==> config.mk <==
export PLATFORM = sky130hd
export DESIGN_NAME = timer_ctrl
export DESIGN_NICKNAME = d
export VERILOG_FILES = /design/src/rtl/timer_ctrl.sv
export SDC_FILE = /design/constraint.sdc
export NUM_CORES = 1
export LEC_CHECK = 0
export ABC_AREA = 1
export BUFFER_PORTS_ARGS = -buffer_cell sky130_fd_sc_hd__clkbuf_2
export CORE_MARGIN = 2
export CORE_UTILIZATION = 30
export CTS_BUF_LIST = sky130_fd_sc_hd__clkbuf_8
export DETAILED_ROUTE_END_ITERATION = 8
export SLEW_MARGIN = 0
export SYNTH_ARGS = -nofsm -noshare
export SYNTH_HDL_FRONTEND = slang
export SYNTH_SLANG_ARGS = --single-unit
export TNS_END_PERCENT = 5
==> constraint.sdc <==
create_clock -name clk -period 3.6 [get_ports clk]
set_input_delay 1.08 -clock clk [delete_from_list [all_inputs] [get_ports clk]]
set_output_delay 1.08 -clock clk [all_outputs]
set_load 0.02 [all_outputs]
==> src/rtl/timer_ctrl.sv <==
// Repeating timer sequencer driving an external down-counter through a LOAD/ARM/RUN handshake.
// Optional sticky expiry interrupt enabled by defining TIMER_CTRL_IRQ_EN.
module timer_ctrl #(
  parameter int unsigned WIDTH    = 32,
  parameter int unsigned REPEAT_W = 8
) (
  input  logic                clk,
  input  logic                reset,
  input  logic                cmd_valid,
  output logic                cmd_ready,
  input  logic [WIDTH-1:0]    cmd_period,
  input  logic [REPEAT_W-1:0] cmd_repeat,
  input  logic                cmd_abort,
  output logic [WIDTH-1:0]    cnt_load_value,
  output logic                cnt_mode,
  input  logic                cnt_status,
  output logic                expire,
  output logic                last,
  output logic                busy,
  output logic [REPEAT_W-1:0] remaining,
  output logic                irq,
  input  logic                irq_clear
);

  typedef enum logic [1:0] {
    IDLE = 2'd0,
    LOAD = 2'd1,
    ARM  = 2'd2,
    RUN  = 2'd3
  } state_t;

  state_t              state, state_next;
  logic                free_run, free_next;
  logic [REPEAT_W-1:0] remaining_next;
  logic [WIDTH-1:0]    load_next;
  logic                expire_next, last_next;

  always_ff @(posedge clk) begin
    if (reset) begin
      state          <= IDLE;
      free_run       <= 1'b0;
      remaining      <= '0;
      cnt_load_value <= '0;
      expire         <= 1'b0;
      last           <= 1'b0;
    end else begin
      state          <= state_next;
      free_run       <= free_next;
      remaining      <= remaining_next;
      cnt_load_value <= load_next;
      expire         <= expire_next;
      last           <= last_next;
    end
  end

  // expire/last are registered: the pulse lands on the cycle the FSM re-enters LOAD (or IDLE)
  always_comb begin
    state_next     = state;
    free_next      = free_run;
    remaining_next = remaining;
    load_next      = cnt_load_value;
    expire_next    = 1'b0;
    last_next      = 1'b0;
    case (state)
      IDLE: begin
        if (cmd_valid) begin
          load_next      = cmd_period;
          remaining_next = cmd_repeat;
          free_next      = (cmd_repeat == '0);
          state_next     = LOAD;
        end
      end
      LOAD: begin
        if (cmd_abort) begin
          remaining_next = '0;
          state_next     = IDLE;
        end else begin
          state_next = ARM;
        end
      end
      ARM: begin
        if (cmd_abort) begin
          remaining_next = '0;
          state_next     = IDLE;
        end else begin
          state_next = RUN;
        end
      end
      RUN: begin
        if (cmd_abort) begin
          remaining_next = '0;
          state_next     = IDLE;
        end else if (cnt_status) begin
          expire_next = 1'b1;
          if (free_run) begin
            state_next = LOAD;
          end else if (remaining > REPEAT_W'(1)) begin
            remaining_next = remaining - 1'b1;
            state_next     = LOAD;
          end else begin
            last_next      = 1'b1;
            remaining_next = '0;
            state_next     = IDLE;
          end
        end
      end
      default: state_next = IDLE;
    endcase
  end

  assign cmd_ready = (state == IDLE);
  assign busy      = (state != IDLE);
  assign cnt_mode  = (state == ARM) || (state == RUN);

`ifdef TIMER_CTRL_IRQ_EN
  // sampling the registered expire lets a coincident irq_clear lose to the set
  always_ff @(posedge clk) begin
    if (reset)          irq <= 1'b0;
    else if (expire)    irq <= 1'b1;
    else if (irq_clear) irq <= 1'b0;
  end
`else
  logic unused_irq_clear;
  assign irq              = 1'b0;
  assign unused_irq_clear = irq_clear;
`endif

endmodule

# == After elaboration in Yosys (flattened, before gate mapping) ==
# Cells that the tools add are included.
# word_totals
out_inout_bits,46
register_bits,45
inputBits,46
elab_cells,44
# classes
n_addsub,1
order_cmp,1
bitwise,2
n_eq_ne,7
mux,17
reduce_logical,10
# op_table
op,count
$mux W8,6
$pmux W8 S3,1
$mux W2,5
$gt A8 B1 Y1 const B,1
$logic_not A8 Y1,1
$pmux W2 S4,1
$sub A8 B1 Y8 const B,1
$ne A3 B3 Y1 const B,2
$reduce_or A5 Y1,1
$eq A2 B2 Y1 const B,2
$mux W1,4
$reduce_and A2 Y1,2
$reduce_and A4 Y1,1
$reduce_or A3 Y1,1
$eq A2 B1 Y1 const B,1
$logic_not A2 Y1,1
$ne A2 B1 Y1 const B,1
$ne A2 B2 Y1 const B,1
$not A1 Y1,2
$reduce_bool A2 Y1,1
$reduce_or A2 Y1,1
$logic_or A1 B1 Y1,1

# == Longest topological paths before layout ==
# Gate-level depths: netlist of run 1.
# logic_depth
depth_word,6
ltp_mapped,9
ltp_nobuf,9

# == Least setup slack after synthesis of run 1 ==
# OpenSTA, ideal clock, no wires.
# synth_path
path_kind,register -> output
start,register state[0]
end,output cnt_mode
stages_incl_launch_ff,4
setup_slack_ns,1.584
arrival_time_ns,0.936
n_path_buf,0
required_time_ns,2.520
cell_sequence,dfxtp_1 inv_1 ha_1 or2_2
# synth_between
elab_chain_cells,2
elab_cells_between_ends,3
cone_classes,eq/ne (2); reduce/logical (1)
# synth_rtl
element,line_no,source
from (decl),32,"state_t state, state_next;"
from (signal assigned),47,state <= state_next;
$eq A2 B2 Y1,113,assign cnt_mode = (state == ARM) || (state == RUN);
$logic_or A1 B1 Y1 *,113,
to (decl),15,"output logic cnt_mode,"
# Mark *: on every way between the ends. The rest lies on a longest branch, timed or not.

# == Worst setup path in the final report of run 1 ==
# layout_path
start,register state[0]
end,output busy
# layout_between
elab_chain_cells,1
# layout_rtl
element,line_no,source
$reduce_bool A2 Y1,112,assign busy = (state != IDLE);
to (decl),19,"output logic busy,"
# No other way between the ends.

==> flow_metrics.tcl, run 1 <==
set metrics [dict create \
    antenna_left 0 \
    met1Wirelength_mm 2.28 \
    antenna_found_initial 0 \
    die_x_um 86.4 \
    yosys.area_share.simple_pct 30.1 \
    root_buffer "clkbuf_8" \
    power_w 0.00148 \
    period_share_pct 71.6 \
    pin_count 92 \
    setup_viol 0 \
    final_cell_area_um2 2620 \
    holdBufCountCts 0 \
    switchingPower_w 0.000589 \
    syn_inst 295 \
    clock_path_buffers 2 \
    nNetsFinal 432 \
    grt_pass1_wl_mm 8.40 \
    grt_pass1_vias 1900 \
    worstSkewPairLatency_ps 300 \
    synthToLayoutAreaGrowth_pct 28.3 \
    dr_total_vias 2042 \
    synth_top_family_by_area "simple AND/OR/NAND/NOR gates" \
    ys_warn_count 0 \
    grt_usage_pct 13.9 \
    vias_per_cell 4.44 \
    critPathMaxFanout 12 \
    cts_tree "yes" \
    drtIter0Drc 51 \
    grt_max_degree 37 \
    core_area_um2 6680 \
    timing.fmax_mhz 388 \
    rrSetupSlack_ps 1520 \
    rsz0062_at_grt "false" \
    wire_per_inst_um 10.8 \
    relSlewSlack_pct 38.2 \
    end_kind "primary output" \
    place_area_um2 2530 \
    synth-seq-cells 45 \
    wl_met3_um 413 \
    globalplace.congestion 0.822 \
    highest_layer "met4" \
    p_leak_nw 1.35 \
    swShare_pct 39.8 \
    cts.clk_slew.worst_paths_ps 90 \
    wl_mm 4.99 \
    critPathSlowestCell "ha_1" \
    synth_compound_area_share_pct 12.5 \
    postCtsResizedCells 0 \
    h-tree-depth 2 \
    startpoint "state[0]$_SDFFE_PP0P_" \
    status "finished clean" \
    post_cts_buffers 0 \
    start_util_pct 30.5 \
    hp-class "register to register" \
    num_antenna_cells 0 \
    synthAdderAreaFrac_pct 3.68 \
    p_int_w 0.000892 \
    drv_cap 0 \
    die_y_um 86.4 \
    r2r_cells 7 \
    tightest_slew_ps 926 \
    drive_gt1_share_pct 27.9 \
    clock-skew-final_ps 5.61 \
    synthXorXnorAreaFrac_pct 0.430 \
    p_clk_share_pct 20.9 \
    cpPeakStageDelay_ps 480 \
    synth_area_per_cell_um2 6.91 \
    yosysSeqAreaShare_pct 44.2 \
    multi_input_area_um2 956 \
    p_comb_share_pct 36.6 \
    dp_hpwl_mm 3.60 \
    cts_sinks 45 \
    drc_errors 0 \
    worstReg2RegStart "state[0]$_SDFFE_PP0P_" \
    cp.required_ps 2520 \
    ys_types 26 \
    dieArea_um2 7470 \
    timing.final.hold_violations 0 \
    arrival_ps 1500 \
    seq_area_um2 901 \
    muxShareOfSynthArea_pct 0 \
    gr-total-overflow 0 \
    first_pass_iters 4 \
    hold_ws_ps 487 \
    crit_chain "inv_1 > ha_1 > inv_2 > clkbuf_2" \
    synthesis.nets 347 \
    r2r-end "cnt_load_value[5]$_SDFFE_PP0P_" \
    cts_buffers 5 \
    numPortBuffers 89 \
    std_cell_rows 30 \
    pwr-share-seq_pct 42.6 \
    nFillCells 743 \
    syn-cell-area_um2 2040 \
    tns_ps 0 \
    path_class "register to primary output" \
    maxSlewViolCount 0 \
    start_kind "register" \
    period_minus_slack_ps 2580 \
    crit_path_end "busy" \
    peakVddDrop_v 0.000252 \
    wl_met2_mm 2.24 \
    final_core_util_pct 39.1 \
    powerDensity_nw_per_um2 566 \
]
through the flow:
| stage | instances | worst slack (ps) |
|---|---|---|
| after floorplan | 295 | 1580 |
| after global placement | 453 | 1180 |
| after detailed placement | 453 | 1150 |
| after CTS | 460 | 1010 |
| after global routing | 460 | 884 |
| final | 460 | 1020 |
registers in the layout, indices dropped and copies added (netlist names):
name and flops:
last 1, state 2, cnt_load_value 32, expire 1, remaining 8, free_run 1
routing by layer:
metal  track usage (%)  vias up
li1                  -     1077
met1              16.8      895
met2              22.7       65
met3              4.95        5
met4              4.69        0
met5                 0        -
cell usage in the layout, fill, tap and decap left out, drive strengths merged:
| cell | n |
|---|---|
| conb | 1 |
| nand3 | 6 |
| clkinv | 2 |
| a21oi | 12 |
| nor4 | 3 |
| xor2 | 1 |
| clkbuf | 94 |
| buf | 2 |
| ha | 6 |
| inv | 29 |
| or2 | 2 |
| clkinvlp | 1 |
| nand2 | 50 |
| dfxtp | 45 |
| o21ai | 38 |
| nor3 | 2 |
| nor2 | 86 |
cell type report:
cell class | instances | share of cell area, %
Inverter | 30 | 4.31
Timing Repair Buffer | 91 | 17.6
Sequential cell | 45 | 34.4
Tap cell | 80 | 3.83
Clock inverter | 2 | 0.622
Multi-Input combinational cell | 207 | 36.6
Clock buffer | 5 | 2.63
kinds of logic (layout without fill, tap and decap cells):
kind of cell,count (synthesis),count (layout)
xor gates and xnor gates,1,1
adders and majority gates,6,6
DFF,45,45
buffers and inverters,43,128
and+or+nand+nor,149,149
AOI/OAI and AO/OA,50,50
other,1,1
critical path: cells and delay by family, from the launching register on:
| kind | cells | cell delay [ps] |
|---|---|---|
| flops | 1 | 340 |
| buf+inv | 3 | 390 |
| fa+ha+maj | 1 | 480 |
power by group through the flow:
stage                     registers, W  clock network [W]  logic (W)
after floorplan               0.000721                  0   0.000309
after global placement        0.000638                  0   0.000541
after detailed placement      0.000641                  0   0.000545
after CTS                     0.000630           0.000327   0.000548
after global routing          0.000641           0.000343   0.000616
final                         0.000630           0.000309   0.000542
how the worst min path moves through the flow:
| stage | startpoint | to | slack (ps) | depth (start not counted) |
|---|---|---|---|---|
| final | cnt_load_value[10]$_SDFFE_PP0P_ | cnt_load_value[10]$_SDFFE_PP0P_ | 490 | 2 |
| after global routing | cnt_load_value[2]$_SDFFE_PP0P_ | cnt_load_value[2]$_SDFFE_PP0P_ | 510 | 2 |
| after floorplan | state[1]$_SDFFE_PP0P_ | state[1]$_SDFFE_PP0P_ | 490 | 2 |
| after CTS | cnt_load_value[21]$_SDFFE_PP0P_ | cnt_load_value[21]$_SDFFE_PP0P_ | 490 | 2 |
| after detailed placement | cnt_load_value[21]$_SDFFE_PP0P_ | cnt_load_value[21]$_SDFFE_PP0P_ | 470 | 2 |
| after global placement | cnt_load_value[15]$_SDFFE_PP0P_ | cnt_load_value[15]$_SDFFE_PP0P_ | 460 | 2 |
cells in the mapped netlist:
cell,instances,area share [%]
or2_4,1,0.43
conb_1,1,0.18
o21ai_1,1,0.25
buf_6,1,0.55
nor2_2,1,0.31
ha_1,6,3.7
o21ai_2,1,0.43
dfxtp_1,45,44
a21oi_1,12,2.9
buf_2,4,0.98
nor2_4,1,0.55
buf_4,2,0.74
nand2_4,1,0.55
nor2_1,84,15
nor4_1,3,0.92
nand3_1,5,1.2
nand2_1,49,9.0
or2_2,1,0.31
inv_2,1,0.18
o21ai_0,36,8.8
inv_1,28,5.2
nand3_4,1,0.86
clkinv_1,1,0.18
clkbuf_1,6,1.1
nor3_1,2,0.49
xor2_1,1,0.43
(Power assumes the default switching activity.)
==> run 2: changes to the inputs <==
==> constraint.sdc (replaced) <==
create_clock -name clk -period 2.1 [get_ports clk]
set_input_delay 0.63 -clock clk [delete_from_list [all_inputs] [get_ports clk]]
set_output_delay 0.63 -clock clk [all_outputs]
set_load 0.02 [all_outputs]
==> flow_metrics.tcl, run 2 (synthesized netlist as in run 1, its figures left out) <==
set metrics [dict create \
    maxSlewViolCount 0 \
    path_class "register to primary output" \
    final_cell_area_um2 2670 \
    rrSetupSlack_ps 400 \
    whs_endpoint "cnt_load_value[26]$_SDFFE_PP0P_" \
    cts.clk_slew.worst_paths_ps 90 \
    vias_per_cell 4.42 \
    wire_per_inst_um 10.8 \
    worstReg2RegStart "state[1]$_SDFFE_PP0P_" \
    synthToLayoutAreaGrowth_pct 30.8 \
    dr_total_vias 2046 \
    largest_reg_flops 32 \
    std_cell_rows 30 \
    antenna_left 0 \
    core_area_um2 6680 \
    start_util_pct 30.5 \
    final_common_cell "clkbuf_2" \
    p_int_w 0.00169 \
    rsz0062_at_grt "false" \
    worstSkewPairLatency_ps 290 \
    drtIter0Drc 71 \
    top_register "cnt_load_value" \
    p_clk_share_pct 25.4 \
    r2r-end "free_run$_SDFFE_PP0P_" \
    swShare_pct 37.5 \
    setup_viol 0 \
    pin_count 92 \
    clock-skew-final_ps 10.6 \
    holdBufCountCts 0 \
    cts_sinks 45 \
    grt_pass1_vias 1890 \
    dieArea_um2 7470 \
    num_antenna_cells 0 \
    cts_tree "yes" \
    numPortBuffers 89 \
    start_kind "register" \
    wl_mm 4.99 \
    place_area_um2 2540 \
    end_kind "primary output" \
    antenna_found_initial 0 \
    switchingPower_w 0.00101 \
    first_pass_iters 4 \
    powerDensity_nw_per_um2 1020 \
    die_y_um 86.4 \
    arrival_ps 1360 \
    setup_ws_ps 107 \
    drv_cap 0 \
    hold_depth 2 \
    nNetsFinal 434 \
    root_buffer "clkbuf_8" \
    place_ws_ps 346 \
    worstHoldStart "cnt_load_value[26]$_SDFFE_PP0P_" \
    critPathMaxFanout 3 \
    h-tree-depth 2 \
    grt_usage_pct 13.8 \
    timing.final.hold_violations 0 \
    p_leak_nw 1.38 \
    grt_pass1_wl_mm 8.30 \
    gr-total-overflow 0 \
    hp-class "register to register" \
    period_minus_slack_ps 1990 \
    r2r_cells 7 \
    cts_buffers 5 \
    dp_hpwl_mm 3.66 \
    cp.required_ps 1470 \
    peakVddDrop_v 0.000363 \
    tns_ps 0 \
    globalplace.congestion 0.762 \
    final_cell_mix "clkbuf_2, nor2_1, nand2_1" \
    clock_path_buffers 2 \
    status "finished clean" \
    drc_errors 0 \
    timing.fmax_mhz 502 \
    p_comb_share_pct 34.7 \
    die_x_um 86.4 \
    reg.largest.list "cnt_load_value (32), remaining (8), state (2)" \
    period_share_pct 94.9 \
    pwr-share-seq_pct 39.9 \
    grt_max_degree 35 \
    drive_gt1_share_pct 28.7 \
]
==> run 2: cell types whose count changed in the layout (fill, tap and decap cells not counted) <==
| cell | change |
|---|---|
| buf_4 | +2 |
| bufinv_16 | +1 |
| clkbuf_8 | +1 |
| clkinv_4 | -1 |
| dfxtp_1 | -1 |
| dfxtp_2 | +1 |
==> run 2: worst max path at each step <==
stage | from | to | slack, ps
floorplan | state[0]$_SDFFE_PP0P_ | cnt_mode | 530
global placement | cmd_valid | free_run$_SDFFE_PP0P_ | 360
detailed placement | cmd_valid | free_run$_SDFFE_PP0P_ | 350
CTS | state[0]$_SDFFE_PP0P_ | cnt_mode | 50
global route | state[0]$_SDFFE_PP0P_ | cnt_mode | 20
finish | state[0]$_SDFFE_PP0P_ | cnt_mode | 110
==> run 2: timing repair <==
action,4_1_cts,5_1_grt
setup endpoints to repair,0,1
gates resized for setup,0,1
buffers inserted,0,0
==> run 2: layout make-up <==
class | instances | area [um^2]
fillers | 730 | 4020
multi-input cells | 207 | 956
flip-flops and latches | 45 | 902
repair buffers | 93 | 475
inverters | 30 | 113
well taps | 80 | 100
clock buffers | 6 | 82.6
clock inverters | 2 | 37.5
==> run 2: power by group through the flow <==
| stage | registers, W | clock network, W | logic, W |
|---|---|---|---|
| detailed placement | 0.00110 | 0 | 0.000949 |
| global route | 0.00110 | 0.000755 | 0.00106 |
| global placement | 0.00110 | 0 | 0.000935 |
| CTS | 0.00108 | 0.000718 | 0.000952 |
| finish | 0.00108 | 0.000689 | 0.000939 |
| floorplan | 0.00124 | 0 | 0.000529 |
==> run 2: critical path, stage by stage, from the launching register on <==
cell,delay [ps]
dfxtp_2,350
inv_1,70
ha_1,230
or2_2,280
clkbuf_2,150
==> run 2: stage by stage <==
stage                     hold slack (ps)  std cells  power, W  util, %
after floorplan                       490        295   0.00176        -
after global placement                463        455   0.00203     38.1
after detailed placement              473        455   0.00205     38.1
after CTS                             491        463   0.00275     39.9
after global routing                  509        463   0.00291     39.9
final                                 489        463   0.00271     39.9
==> run 2: routing by layer <==
metal  global-route usage, %  routed length (um)  up-vias
met3                    5.81                 434        2
li1                        -                   -     1081
met2                    21.7                2200       63
met4                    3.84                  24        0
met1                    17.4                2330      900
met5                       0                   0        -
==> run 3: changes to the inputs <==
==> constraint.sdc (replaced) <==
create_clock -name clk -period 2.1 [get_ports clk]
set_input_delay 0.315 -clock clk [delete_from_list [all_inputs] [get_ports clk]]
set_output_delay 0.315 -clock clk [all_outputs]
set_load 0.02 [all_outputs]
==> flow_metrics.tcl, run 3 (synthesized netlist as in run 1, its figures left out) <==
set metrics [dict create \
    status "finished clean" \
    path_buf_inv 2 \
    worstSkewPairLatency_ps 290 \
    hold_ws_ps 215 \
    drtIter0Drc 91 \
    setup_viol 0 \
    drv_cap 0 \
    crit_chain "inv_1 > ha_1 > or2_2 > clkbuf_2" \
    period_minus_slack_ps 1750 \
    timing.final.hold_violations 0 \
    end_kind "primary output" \
    final_cell_mix "clkbuf_2, nor2_1, nand2_1" \
    arrival_ps 1440 \
    nNetsFinal 434 \
    dieArea_um2 7470 \
    first_pass_iters 4 \
    grt_pass1_vias 1844 \
    grt_usage_pct 13.9 \
    tns_ps 0 \
    peakVddDrop_v 0.000396 \
    path_class "register to primary output" \
    final_common_cell "clkbuf_2" \
    cts.clk_slew.worst_paths_ps 90 \
    antenna_left 0 \
    clock-skew-final_ps 6.39 \
    critPathMaxFanout 3 \
    clock_path_buffers 2 \
    nFillCells 744 \
    top_register "cnt_load_value" \
    postCtsResizedCells 0 \
    antenna_found_initial 0 \
    cpPeakStageDelay_ps 380 \
    timing.fmax_mhz 570 \
    root_buffer "clkbuf_8" \
    gr-total-overflow 0 \
    std_cell_rows 30 \
    wire_per_inst_um 10.8 \
    path_delay_family "flip-flops" \
    numPortBuffers 89 \
    instances_no_fill 462 \
    grt_pass1_wl_mm 8.29 \
    powerDensity_nw_per_um2 1000 \
    vias_per_cell 4.40 \
    start_kind "register" \
    pin_count 92 \
    die_x_um 86.4 \
    cts_tree "yes" \
    dpl.cell_count 455 \
    drc_errors 0 \
    maxSlewViolCount 0 \
    cts_buffers 5 \
    dr_total_vias 2033 \
    grt_max_degree 38 \
    start_util_pct 30.5 \
    critPathSlowestCell "dfxtp_1" \
    die_y_um 86.4 \
    period_share_pct 83.5 \
    holdBufCountCts 0 \
    synthToLayoutAreaGrowth_pct 30.0 \
    core_area_um2 6680 \
    drive_gt1_share_pct 28.3 \
    rsz0062_at_grt "false" \
    hp-class "primary input to register" \
    cts_sinks 45 \
    h-tree-depth 2 \
    cp.required_ps 1780 \
    dp_hpwl_mm 3.61 \
    globalplace.congestion 0.759 \
    wl_mm 4.99 \
    post_cts_buffers 0 \
    p_leak_nw 1.37 \
    largest_reg_flops 32 \
    reg.largest.list "cnt_load_value (32), remaining (8), state (2)" \
    num_antenna_cells 0 \
]
## run 3: changes by cell type in the layout (fill, tap and decap cells not counted), sizes merged
cell      before  now
clkbuf        95   94
clkinv         1    2
clkinvlp       1    0
## run 3: final timing paths
path / to / from / cells past startpoint / slack (ps)
hold reg to reg: cnt_load_value[10]$_SDFFE_PP0P_ / cnt_load_value[10]$_SDFFE_PP0P_ / 2 / 480
setup reg to reg: remaining[6]$_SDFFE_PP0P_ / state[0]$_SDFFE_PP0P_ / 7 / 500
setup / recovery: cnt_mode / state[0]$_SDFFE_PP0P_ / 4 / 350
hold / removal: last$_SDFF_PP0_ / reset / 2 / 220
## run 3: layer usage
layer	wire, um	up-vias	GRT usage, %
li1	-	1084	-
met1	2250	884	16.4
met2	2260	63	23.6
met3	448	2	5.52
met4	24	0	3.84
met5	0	-	0
## run 3: area by class of cell
| cell class | instances | area [um^2] | share of cell area (%) |
|---|---|---|---|
| Clock buffer | 5 | 68.8 | 2.60 |
| Clock inverter | 2 | 35.0 | 1.32 |
| Inverter | 30 | 113 | 4.25 |
| Multi-Input combinational cell | 207 | 956 | 36.1 |
| Sequential cell | 45 | 901 | 34.0 |
| Tap cell | 80 | 100 | 3.78 |
| Timing Repair Buffer | 93 | 475 | 17.9 |
## run 3: power breakdown
group / leakage (nW) / switching (W) / internal (W)
registers: 0.372 / 0.0000939 / 0.000986
clock network: 0.0540 / 0.000291 / 0.000346
logic: 0.948 / 0.000617 / 0.000323
## run 3: metrics by stage
step                      power (W)  area [um^2]  utilization [%]  setup slack (ps)
after global routing        0.00287         2650             39.6               252
after CTS                   0.00270         2650             39.6               346
after detailed placement    0.00205         2540             38.1               495
after global placement      0.00204         2540             38.1               553
final                       0.00266         2650             39.6               346
after floorplan             0.00176         2040                -               544
